$ cat config.mk
export PLATFORM = sky130hd
export DESIGN_NAME = alu_arbiter
export DESIGN_NICKNAME = d
export VERILOG_FILES = /design/src/rtl/alu_arbiter.sv
export SDC_FILE = /design/constraint.sdc
export NUM_CORES = 1
export LEC_CHECK = 0
export CORE_ASPECT_RATIO = 1.4
export CORE_UTILIZATION = 41
export DETAILED_ROUTE_END_ITERATION = 12
export GPL_TIMING_DRIVEN = 0
export MAX_ROUTING_LAYER = met4
export PLACE_DENSITY_LB_ADDON = 0.05
export SETUP_SLACK_MARGIN = 0.3
export SLEW_MARGIN = 5
export SYNTH_ARGS = -nofsm -noshare
export SYNTH_HDL_FRONTEND = slang
export SYNTH_SLANG_ARGS = --single-unit
$ cat constraint.sdc
create_clock -name clk -period 5.3 [get_ports clk]
set_input_delay 0.53 -clock clk [delete_from_list [all_inputs] [get_ports clk]]
set_output_delay 0.53 -clock clk [all_outputs]
set_load 0.1 [all_outputs]
$ cat src/rtl/alu_arbiter.sv
// alu_arbiter: round-robin front end that shares one combinational 16-bit ALU
// between two requesters, with a valid/ready response tagged by requester id.
// Optional build macro ALU_ARB_STATS_EN adds saturating per-requester grant
// counters (grant_cnt0, grant_cnt1).
module alu_arbiter #(
    parameter int unsigned ALU_WAIT    = 1,
    parameter int unsigned MULDIV_WAIT = 4
) (
    input  logic        clk,
    input  logic        rst_n,
    input  logic        req0_valid,
    output logic        req0_ready,
    input  logic [15:0] req0_a,
    input  logic [15:0] req0_b,
    input  logic [3:0]  req0_op,
    input  logic        req1_valid,
    output logic        req1_ready,
    input  logic [15:0] req1_a,
    input  logic [15:0] req1_b,
    input  logic [3:0]  req1_op,
    output logic [15:0] alu_a,
    output logic [15:0] alu_b,
    output logic [3:0]  alu_ins,
    input  logic [15:0] alu_out,
    input  logic [15:0] alu_hi,
    input  logic [2:0]  alu_flags,
    output logic        rsp_valid,
    input  logic        rsp_ready,
    output logic        rsp_id,
    output logic [15:0] rsp_out,
    output logic [15:0] rsp_hi,
    output logic [2:0]  rsp_flags,
    output logic        rsp_err,
    output logic        busy
`ifdef ALU_ARB_STATS_EN
    ,
    output logic [15:0] grant_cnt0,
    output logic [15:0] grant_cnt1
`endif
);

    localparam int unsigned DW = 16;
    localparam int unsigned OW = 4;
    localparam int unsigned FW = 3;
    localparam int unsigned CW = 16;

    typedef enum logic [1:0] {
        IDLE = 2'd0,
        EXEC = 2'd1,
        RESP = 2'd2
    } state_t;

    state_t        state;
    logic          rr;
    logic          id_q;
    logic          err_q;
    logic [CW-1:0] cnt;

    logic          grant0;
    logic          grant1;
    logic [DW-1:0] sel_a;
    logic [DW-1:0] sel_b;
    logic [OW-1:0] sel_op;
    logic          sel_ill;
    logic          sel_long;

    // Round-robin grant in IDLE and mux of the winning requester's operands
    always_comb begin
        grant0 = 1'b0;
        grant1 = 1'b0;
        if (state == IDLE) begin
            if (req0_valid && (!req1_valid || !rr)) begin
                grant0 = 1'b1;
            end else if (req1_valid) begin
                grant1 = 1'b1;
            end
        end
        sel_a    = grant1 ? req1_a  : req0_a;
        sel_b    = grant1 ? req1_b  : req0_b;
        sel_op   = grant1 ? req1_op : req0_op;
        sel_ill  = (sel_op == OW'(0)) || (sel_op > OW'(9));
        sel_long = (sel_op == OW'(3)) || (sel_op == OW'(4));
    end

    assign req0_ready = grant0;
    assign req1_ready = grant1;

    // Control FSM: accept one op, wait out its execution time, hold the response
    always_ff @(posedge clk or negedge rst_n) begin
        if (!rst_n) begin
            state     <= IDLE;
            rr        <= 1'b0;
            id_q      <= 1'b0;
            err_q     <= 1'b0;
            cnt       <= '0;
            alu_a     <= '0;
            alu_b     <= '0;
            alu_ins   <= '0;
            rsp_valid <= 1'b0;
            rsp_id    <= 1'b0;
            rsp_out   <= '0;
            rsp_hi    <= '0;
            rsp_flags <= '0;
            rsp_err   <= 1'b0;
            busy      <= 1'b0;
        end else begin
            case (state)
                IDLE: begin
                    if (grant0 || grant1) begin
                        alu_a   <= sel_a;
                        alu_b   <= sel_b;
                        alu_ins <= sel_ill ? '0 : sel_op;
                        err_q   <= sel_ill;
                        id_q    <= grant1;
                        rr      <= grant0;
                        if (sel_ill) begin
                            cnt <= '0;
                        end else if (sel_long) begin
                            cnt <= CW'(MULDIV_WAIT - 1);
                        end else begin
                            cnt <= CW'(ALU_WAIT - 1);
                        end
                        busy    <= 1'b1;
                        state   <= EXEC;
                    end
                end
                EXEC: begin
                    if (cnt == '0) begin
                        if (err_q) begin
                            rsp_out   <= '0;
                            rsp_hi    <= '0;
                            rsp_flags <= FW'(0);
                        end else begin
                            rsp_out   <= alu_out;
                            rsp_hi    <= alu_hi;
                            rsp_flags <= alu_flags;
                        end
                        rsp_err   <= err_q;
                        rsp_id    <= id_q;
                        rsp_valid <= 1'b1;
                        state     <= RESP;
                    end else begin
                        cnt <= cnt - CW'(1);
                    end
                end
                RESP: begin
                    if (rsp_ready) begin
                        rsp_valid <= 1'b0;
                        busy      <= 1'b0;
                        state     <= IDLE;
                    end
                end
                default: begin
                    state <= IDLE;
                end
            endcase
        end
    end

`ifdef ALU_ARB_STATS_EN
    // Saturating count of accepted ops per requester
    always_ff @(posedge clk or negedge rst_n) begin
        if (!rst_n) begin
            grant_cnt0 <= '0;
            grant_cnt1 <= '0;
        end else begin
            if (grant0 && (grant_cnt0 != 16'hFFFF)) begin
                grant_cnt0 <= grant_cnt0 + 16'd1;
            end
            if (grant1 && (grant_cnt1 != 16'hFFFF)) begin
                grant_cnt1 <= grant_cnt1 + 16'd1;
            end
        end
    end
`endif

endmodule

==> flow_summary.yaml, run 1 <==
cts:
  cts_setup_buffers: 0
  cts.reportedPaths.clkPinSlew_ns: 0.06
  clock_sinks: 96
  htreeDepth: 3
  clock_latency_ns: 0.34
  cts_hold_buf: 0
  post_cts_resized: 0
  clockBufferDepth: 2
  cts_buffers: 9
  cts_root_buffer: "clkbuf_16"
  cts_tree: "yes"
worst_setup_path:
  slowest_stage: "clkdlybuf4s50_1"
  cp_max_fo: 10
  crit_path_cell_trace: "clkdlybuf4s50_1, nand2_1, a21oi_1, clkbuf_1, clkdlybuf4s50_1"
  required_ns: 4.77
  startpoint: "req0_valid"
  critical_path_class: "in -> out"
  r2r-start: "cnt[0]$_DFFE_PN0P_"
  crit_path_start_kind: "input pin"
  crit_family: "buffers and inverters"
  critPathMaxStageDelay_ns: 1.23
  crit_buf_inv: 3
  cp.arrival_ns: 3.32
  end_kind: "output port"
  cpMostUsedCell: "clkdlybuf4s50_1"
global_routing:
  overflow: 0
  grt_max_degree: 54
  grt_pass1_vias: 4146
  grt_pass1_wl_mm: 20.0
  track_usage_pct: 24.0
  antenna_found_initial: 0
routing:
  drcViolationCount: 0
  vias_per_cell: 5.24
  drt-total-wl_mm: 12.1
  dr.pass1.iters: 6
  dr_total_vias: 4014
  drt-wirelength-per-cell_um: 15.8
  postRouteAntennaNets: 0
  drt_iter0_markers: 368
cells_and_area:
  area_growth_syn_to_layout_pct: 53.8
  final_common_cell: "clkdlybuf4s50_1"
  final_cells: 766
  final_area_mm2: 0.00673
  final_layout_size_suffix_gt1_share_pct: 5.89
  num_antenna_cells: 0
  mostFrequentLayoutCells: "187 x clkdlybuf4s50_1, 96 x dfrtp_1, 71 x inv_1"
  fin_nets: 737
run:
  maxCapViolations: 0
sta:
  tns_ns: 0
  max_freq_ghz: 0.260
  setup_viol: 0
  final_max_slew_viol_count: 0
  worst_pin_slew_ns: 1.02
  post-route-period-util_pct: 72.7
  min_period_ns: 3.85
  finalHoldViolCount: 0
  grt_setup_unrepaired: "no"
  relSlewSlack_pct: 32.0
  fin_skew_ns: 0.00625
  fin_ws_ns: 1.45
synthesis:
  synth_nets: 537
  synthCells: 423
  ys_seq_area_share_pct: 54.9
  synth-seq-cells: 96
  syn_avg_cell_area_um2: 10.3
  synth-edff-count: 0
  async_flop_share_pct: 100
  synth.distinct_cells: 50
  yosys_warnings: 0
  synthFlopType: "dfrtp_1"
  syn-cell-area_mm2: 0.00438
placed_design:
  portBuffers: 188
  gp_congestion: 0.857
  postPlaceCellArea_mm2: 0.00645
  dp_cells: 750
  dp_slack_ns: 1.47
  hpwl_mm: 9.04
floorplan:
  fp.dieW_um: 89.3
  die_h_um: 124
  start_util_pct: 42.3
  io_pins: 189
  rows: 44
  coreArea_mm2: 0.0103
  die-area_mm2: 0.0111
min_path:
  holdCritPathClass: "in -> async"
run_status:
  status: "completed"
==> kinds of logic (layout without fill, tap and decap cells) <==
logic type | after synthesis | count (layout) | share of synthesized area [%]
DFF | 96 | 96 | 54.9
buffers and inverters | 94 | 299 | 8.49
xor gates and xnor gates | 6 | 6 | 1.20
adders and majority gates | 2 | 2 | 0.572
AOI/OAI and AO/OA | 105 | 105 | 17.1
and+or+nand+nor | 113 | 113 | 16.0
muxes | 7 | 7 | 1.66
==> per-layer routing <==
| metal | part of all wire, % | track usage, % | vias to the layer above |
|---|---|---|---|
| li1 | - | - | 1909 |
| met1 | 41 | 28.5 | 1922 |
| met2 | 50 | 39.5 | 159 |
| met3 | 6.0 | 4.45 | 24 |
| met4 | 2.6 | 9.80 | 0 |
| met5 | 0 | - | - |
==> Yosys cell counts, types with 3 or more instances <==
master | number | share of area [%]
xor2_1 | 3 | 0.60
or4_1 | 3 | 0.51
o21ai_0 | 41 | 4.7
nand4_1 | 4 | 0.57
nand3b_1 | 38 | 6.5
nor2_1 | 23 | 2.0
dfrtp_1 | 96 | 55
inv_1 | 71 | 6.1
or3_1 | 3 | 0.43
nand3_1 | 4 | 0.46
clkbuf_1 | 15 | 1.3
a21oi_1 | 10 | 1.1
nand2_1 | 16 | 1.4
o31ai_1 | 5 | 0.86
buf_2 | 6 | 0.69
a222oi_1 | 32 | 7.3
xnor2_1 | 3 | 0.60
a31oi_1 | 5 | 0.71
mux2i_1 | 5 | 1.1
nor3b_1 | 4 | 0.69
nor4b_1 | 3 | 0.60
==> registers in the layout (all words and copies together) (netlist names), 2 cells and up <==
register,cells
cnt,16
alu_ins,4
alu_b,16
alu_a,16
state,2
rsp_hi,16
rsp_flags,3
rsp_out,16
==> area by class of cell <==
cell class                      instances  area (µm²)
Fill cell                             884        3620
Clock buffer                           11         243
Buffer                                 23         105
Timing Repair Buffer                  189        1910
Tap cell                              138         173
Sequential cell                        96        2400
Clock inverter                          5        32.5
Multi-Input combinational cell        233        1600
Inverter                               71         267
==> through the flow <==
stage / util, % / hold WS (ns)
after floorplan: - / 0.234
after global placement: 62.1 / 0.460
after detailed placement: 62.4 / 0.472
after CTS: 65.0 / 0.257
after global routing: 65.0 / 0.305
final: 65.0 / 0.231
==> path summary, 6_finish.rpt <==
kind                                                end  slack [ns]  cells past startpoint
max in group asynchronous         alu_b[11]$_DFFE_PN0P_        4.40                      2
min in group clk                  alu_b[10]$_DFFE_PN0P_        0.49                      2
worst max-delay path                         req0_ready        1.45                      5
worst max register to register  rsp_out[15]$_DFFE_PN0P_        2.89                      7
worst min register to register    alu_b[10]$_DFFE_PN0P_        0.49                      2
worst min-delay path              rsp_hi[9]$_DFFE_PN0P_        0.23                      1
Power of run 1 is left out: the tool's default activity adds up to more than one toggle a clock period on the data nets, which glitch-free logic cannot reach.
==> run 2: changes to the inputs <==
--- a/config.mk
+++ b/config.mk
@@ -6,7 +6,7 @@
 export NUM_CORES = 1
 export LEC_CHECK = 0
 export CORE_ASPECT_RATIO = 1.4
-export CORE_UTILIZATION = 41
+export CORE_UTILIZATION = 38
 export DETAILED_ROUTE_END_ITERATION = 12
 export GPL_TIMING_DRIVEN = 0
 export MAX_ROUTING_LAYER = met4
==> constraint.sdc (replaced) <==
create_clock -name clk -period 3.1 [get_ports clk]
set_input_delay 0.31 -clock clk [delete_from_list [all_inputs] [get_ports clk]]
set_output_delay 0.31 -clock clk [all_outputs]
set_load 0.1 [all_outputs]
==> flow_summary.yaml, run 2 (same netlist as run 1, synthesis figures left out) <==
run_status:
  status: "completed"
cells_and_area:
  fin_util_pct: 60.1
  mostFrequentLayoutCells: "185 x clkdlybuf4s50_1, 96 x dfrtp_1, 71 x inv_1"
  num_antenna_cells: 0
  final_common_cell: "clkdlybuf4s50_1"
  final_layout_size_suffix_gt1_share_pct: 6.37
  multi_input_area_mm2: 0.00161
  register_area_mm2: 0.00240
  fin_nets: 738
  final_area_mm2: 0.00678
  area_growth_syn_to_layout_pct: 54.8
  fillerInstances: 995
routing:
  drt-wirelength-per-cell_um: 15.9
  postRouteAntennaNets: 0
  drt_iter0_markers: 191
  drt-total-wl_mm: 12.3
  drcViolationCount: 0
  vias_per_cell: 5.16
  dr_total_vias: 3983
  dr.pass1.iters: 5
sta:
  relSlewSlack_pct: 31.7
  setup_viol: 0
  finalHoldViolCount: 0
  grt_setup_unrepaired: "yes"
  fin_ws_ns: 0.421
  fin_skew_ns: 0.0105
  post-route-period-util_pct: 86.4
  min_period_ns: 2.68
  worst_pin_slew_ns: 1.02
  final_max_slew_viol_count: 0
  holdWs_ns: 0.480
  max_freq_ghz: 0.373
worst_setup_path:
  cp_max_fo: 10
  r2r_slack_ns: 0.72
  startpoint: "req1_valid"
  critical_path_class: "in -> out"
  crit_path_start_kind: "input pin"
  end_kind: "output port"
  critPathCapture: "req1_ready"
  r2r-start: "cnt[0]$_DFFE_PN0P_"
  cp.arrival_ns: 2.37
  r2r-end: "rsp_out[9]$_DFFE_PN0P_"
  required_ns: 2.79
  r2r_cells: 7
min_path:
  hold_depth: 1
  holdCritPathClass: "reg -> reg"
cts:
  clockBufferDepth: 2
  cts.reportedPaths.clkPinSlew_ns: 0.06
  clock_latency_ns: 0.34
  htreeDepth: 3
  cts_buffers: 9
  cts_root_buffer: "clkbuf_16"
  cts_tree: "yes"
  clock_sinks: 96
  cts_setup_buffers: 0
floorplan:
  fp.dieW_um: 92.7
  die-area_mm2: 0.0120
  start_util_pct: 38.8
  die_h_um: 129
  coreArea_mm2: 0.0113
  io_pins: 189
  rows: 46
placed_design:
  portBuffers: 188
  postPlaceCellArea_mm2: 0.00646
  gp_congestion: 0.845
  dp_slack_ns: -0.276
  hpwl_mm: 9.06
global_routing:
  grt_max_degree: 57
  antenna_found_initial: 0
  grt_pass1_vias: 4013
  overflow: 0
  track_usage_pct: 21.4
  grt_pass1_wl_mm: 19.4
run:
  maxCapViolations: 0
-- run 2: cell count changes in the layout (fill, tap and decap cells not counted), sizes merged --
cell and delta:
clkinvlp -3, clkbuf +1, bufinv +1, dlygate4sd3 +1
buf +2, clkdlybuf4s50 -2
-- run 2: area by class of cell --
class | count | share of cell area [%]
sequential | 96 | 35.5
timing repair buffer | 190 | 28.2
buffer | 23 | 1.55
tap | 144 | 2.66
inverter | 71 | 3.93
multi-input combinational | 233 | 23.7
clock inverter | 3 | 0.591
clock buffer | 12 | 3.93
-- run 2: worst max-delay path, stage by stage --
cell and delay (ns):
clkdlybuf4s50_1 0.54, nor3b_1 0.34, a21boi_2 0.42, buf_2 0.29
buf_2 0.46
-- run 2: worst min-delay path by stage --
| stage | startpoint | end | slack, ns |
|---|---|---|---|
| 2_1_floorplan | rst_n | alu_a[0]$_DFFE_PN0P_ | 0.01 |
| 3_3_place_gp | rsp_valid$_DFFE_PN0P_ | rsp_valid$_DFFE_PN0P_ | 0.46 |
| 3_5_place_dp | rst_n | rsp_hi[11]$_DFFE_PN0P_ | 0.34 |
| 4_1_cts | rsp_valid$_DFFE_PN0P_ | rsp_valid$_DFFE_PN0P_ | 0.49 |
| 5_1_grt | rsp_valid$_DFFE_PN0P_ | rsp_valid$_DFFE_PN0P_ | 0.51 |
| 6_report | rsp_valid$_DFFE_PN0P_ | rsp_valid$_DFFE_PN0P_ | 0.48 |
-- run 2: metal layers --
| metal | vias up | share of wire (%) | GRT usage, % |
|---|---|---|---|
| li1 | 1908 | - | - |
| met1 | 1910 | 41 | 24.8 |
| met2 | 147 | 50 | 36.5 |
| met3 | 18 | 6.1 | 4.02 |
| met4 | 0 | 2.2 | 8.42 |
| met5 | - | 0 | - |
-- run 2: through the flow --
step                cells  TNS [ns]
floorplan             423         0
global placement      755   -191.08
detailed placement    756    -0.542
CTS                   772         0
global route          772         0
finish                772         0
-- run 2: what timing repair did --
| item | 4_1_cts | 5_1_grt |
|---|---|---|
| endpoints found under the setup margin | 2 | 2 |
| gates resized for setup | 10 | 2 |
| hold buffers | 1 | 0 |
| hold endpoints to repair | 40 | 0 |
| pin swaps | 0 | 0 |
Power of run 2 is left out for the same reason.
==> run 3: changes to the inputs <==
--- a/config.mk
+++ b/config.mk
@@ -5,12 +5,12 @@
 export SDC_FILE = /design/constraint.sdc
 export NUM_CORES = 1
 export LEC_CHECK = 0
-export CORE_ASPECT_RATIO = 1.4
 export CORE_UTILIZATION = 38
 export DETAILED_ROUTE_END_ITERATION = 12
 export GPL_TIMING_DRIVEN = 0
 export MAX_ROUTING_LAYER = met4
 export PLACE_DENSITY_LB_ADDON = 0.05
+export RECOVER_POWER = 25
 export SETUP_SLACK_MARGIN = 0.3
 export SLEW_MARGIN = 5
 export SYNTH_ARGS = -nofsm -noshare
==> flow_summary.yaml, run 3 (same netlist as run 1, synthesis figures left out) <==
floorplan:
  die_h_um: 109
  coreArea_mm2: 0.0110
  rows: 38
  io_pins: 189
  start_util_pct: 39.7
  die-area_mm2: 0.0119
  fp.dieW_um: 109
sta:
  setup_viol: 0
  max_freq_ghz: 0.372
  post-route-period-util_pct: 86.7
  relSlewSlack_pct: 22.8
  min_period_ns: 2.69
  grt_setup_unrepaired: "no"
  fin_skew_ns: 0.00553
  final_max_slew_viol_count: 0
  worst_pin_slew_ns: 1.16
  finalHoldViolCount: 0
worst_setup_path:
  cp_max_fo: 10
  required_ns: 2.79
  cp.arrival_ns: 2.38
  critical_path_class: "in -> out"
  end_kind: "output port"
  crit_path_start_kind: "input pin"
placed_design:
  portBuffers: 188
  hpwl_mm: 9.15
  dp_cells: 752
  gp_congestion: 0.872
global_routing:
  antenna_found_initial: 0
  grt_pass1_wl_mm: 19.6
  track_usage_pct: 22.0
  grt_pass1_vias: 3944
  grt_max_degree: 53
  overflow: 0
cts:
  clock_sinks: 96
  clock_latency_ns: 0.34
  cts_tree: "yes"
  cts.reportedPaths.clkPinSlew_ns: 0.06
  cts_setup_buffers: 0
  cts_buffers: 9
  cts_root_buffer: "clkbuf_16"
  htreeDepth: 3
  clockBufferDepth: 2
routing:
  drcViolationCount: 0
  vias_per_cell: 5.28
  drt_iter0_markers: 339
  postRouteAntennaNets: 0
  drt-total-wl_mm: 12.3
  drt-wirelength-per-cell_um: 16.0
  dr.pass1.iters: 6
  dr_total_vias: 4059
cells_and_area:
  mostFrequentLayoutCells: "184 x clkdlybuf4s50_1, 96 x dfrtp_1, 71 x inv_1"
  fin_nets: 738
  fillerInstances: 946
  num_antenna_cells: 0
  final_common_cell: "clkdlybuf4s50_1"
  final_layout_size_suffix_gt1_share_pct: 6.52
  final_cells: 769
  area_growth_syn_to_layout_pct: 55.8
run_status:
  status: "completed"
min_path:
  holdCritPathClass: "reg -> reg"
run:
  maxCapViolations: 0
run 3: changes by cell type in the layout (fill, tap and decap cells not counted), moves of 2 or more:
cell       change
buf_4          -2
clkbuf_2       +2
clkbuf_4       +2
bufinv_16      +2
run 3: final cells by class:
type | instances | area [µm²] | share of cell area [%]
flip-flops and latches | 96 | 2400 | 35.2
well taps | 140 | 175 | 2.57
multi-input cells | 233 | 1600 | 23.5
inverters | 71 | 267 | 3.91
plain buffers | 23 | 106 | 1.56
repair buffers | 190 | 1910 | 28.0
clock inverters | 5 | 103 | 1.51
clock buffers | 11 | 253 | 3.71
run 3: final timing paths:
check                                  startpoint                        to  slack (ns)  cells after the start
max                                    req1_valid                req1_ready        0.41                      5
min                        alu_ins[3]$_DFFE_PN0P_    alu_ins[3]$_DFFE_PN0P_        0.48                      2
max reg2reg                    cnt[0]$_DFFE_PN0P_  rsp_flags[2]$_DFFE_PN0P_        0.72                      7
min reg2reg                alu_ins[3]$_DFFE_PN0P_    alu_ins[3]$_DFFE_PN0P_        0.48                      2
max in group asynchronous                   rst_n      alu_b[7]$_DFFE_PN0P_        1.54                      3
min in group asynchronous                   rst_n     rsp_hi[1]$_DFFE_PN0P_        0.74                      2
run 3: repair_timing:
action	4_1_cts	5_1_grt
resized for setup	10	4
hold endpoints to repair	26	0
hold buffers	1	0
setup endpoints to repair	2	2
run 3: worst max-delay path, stage by stage:
cell and delay [ns]:
dlygate4sd3_1 0.63, nor3b_1 0.35, a21boi_2 0.41, buf_2 0.29, clkbuf_4 0.37
run 3: metal layers:
metal / routed length, µm / up-vias / global-route usage (%)
li1: - / 1915 / -
met3: 923 / 11 / 5.69
met2: 5980 / 181 / 35.3
met1: 5260 / 1952 / 28.2
met4: 155 / 0 / 4.95
met5: 0 / - / -
run 3: through the flow:
stage          TNS, ns  hold WS (ns)  area, µm²  util, %  setup WS, ns
2_1_floorplan        0        0.0144       4380        -         0.713
4_1_cts              0         0.485       6810     61.8         0.246
3_5_place_dp    -0.691         0.354       6460     58.5        -0.350
5_1_grt              0         0.493       6820     61.8         0.288
3_3_place_gp   -187.89         0.461       6430     58.3         -1.96
6_report             0         0.480       6820     61.8         0.412
Power of run 3 is left out for the same reason.
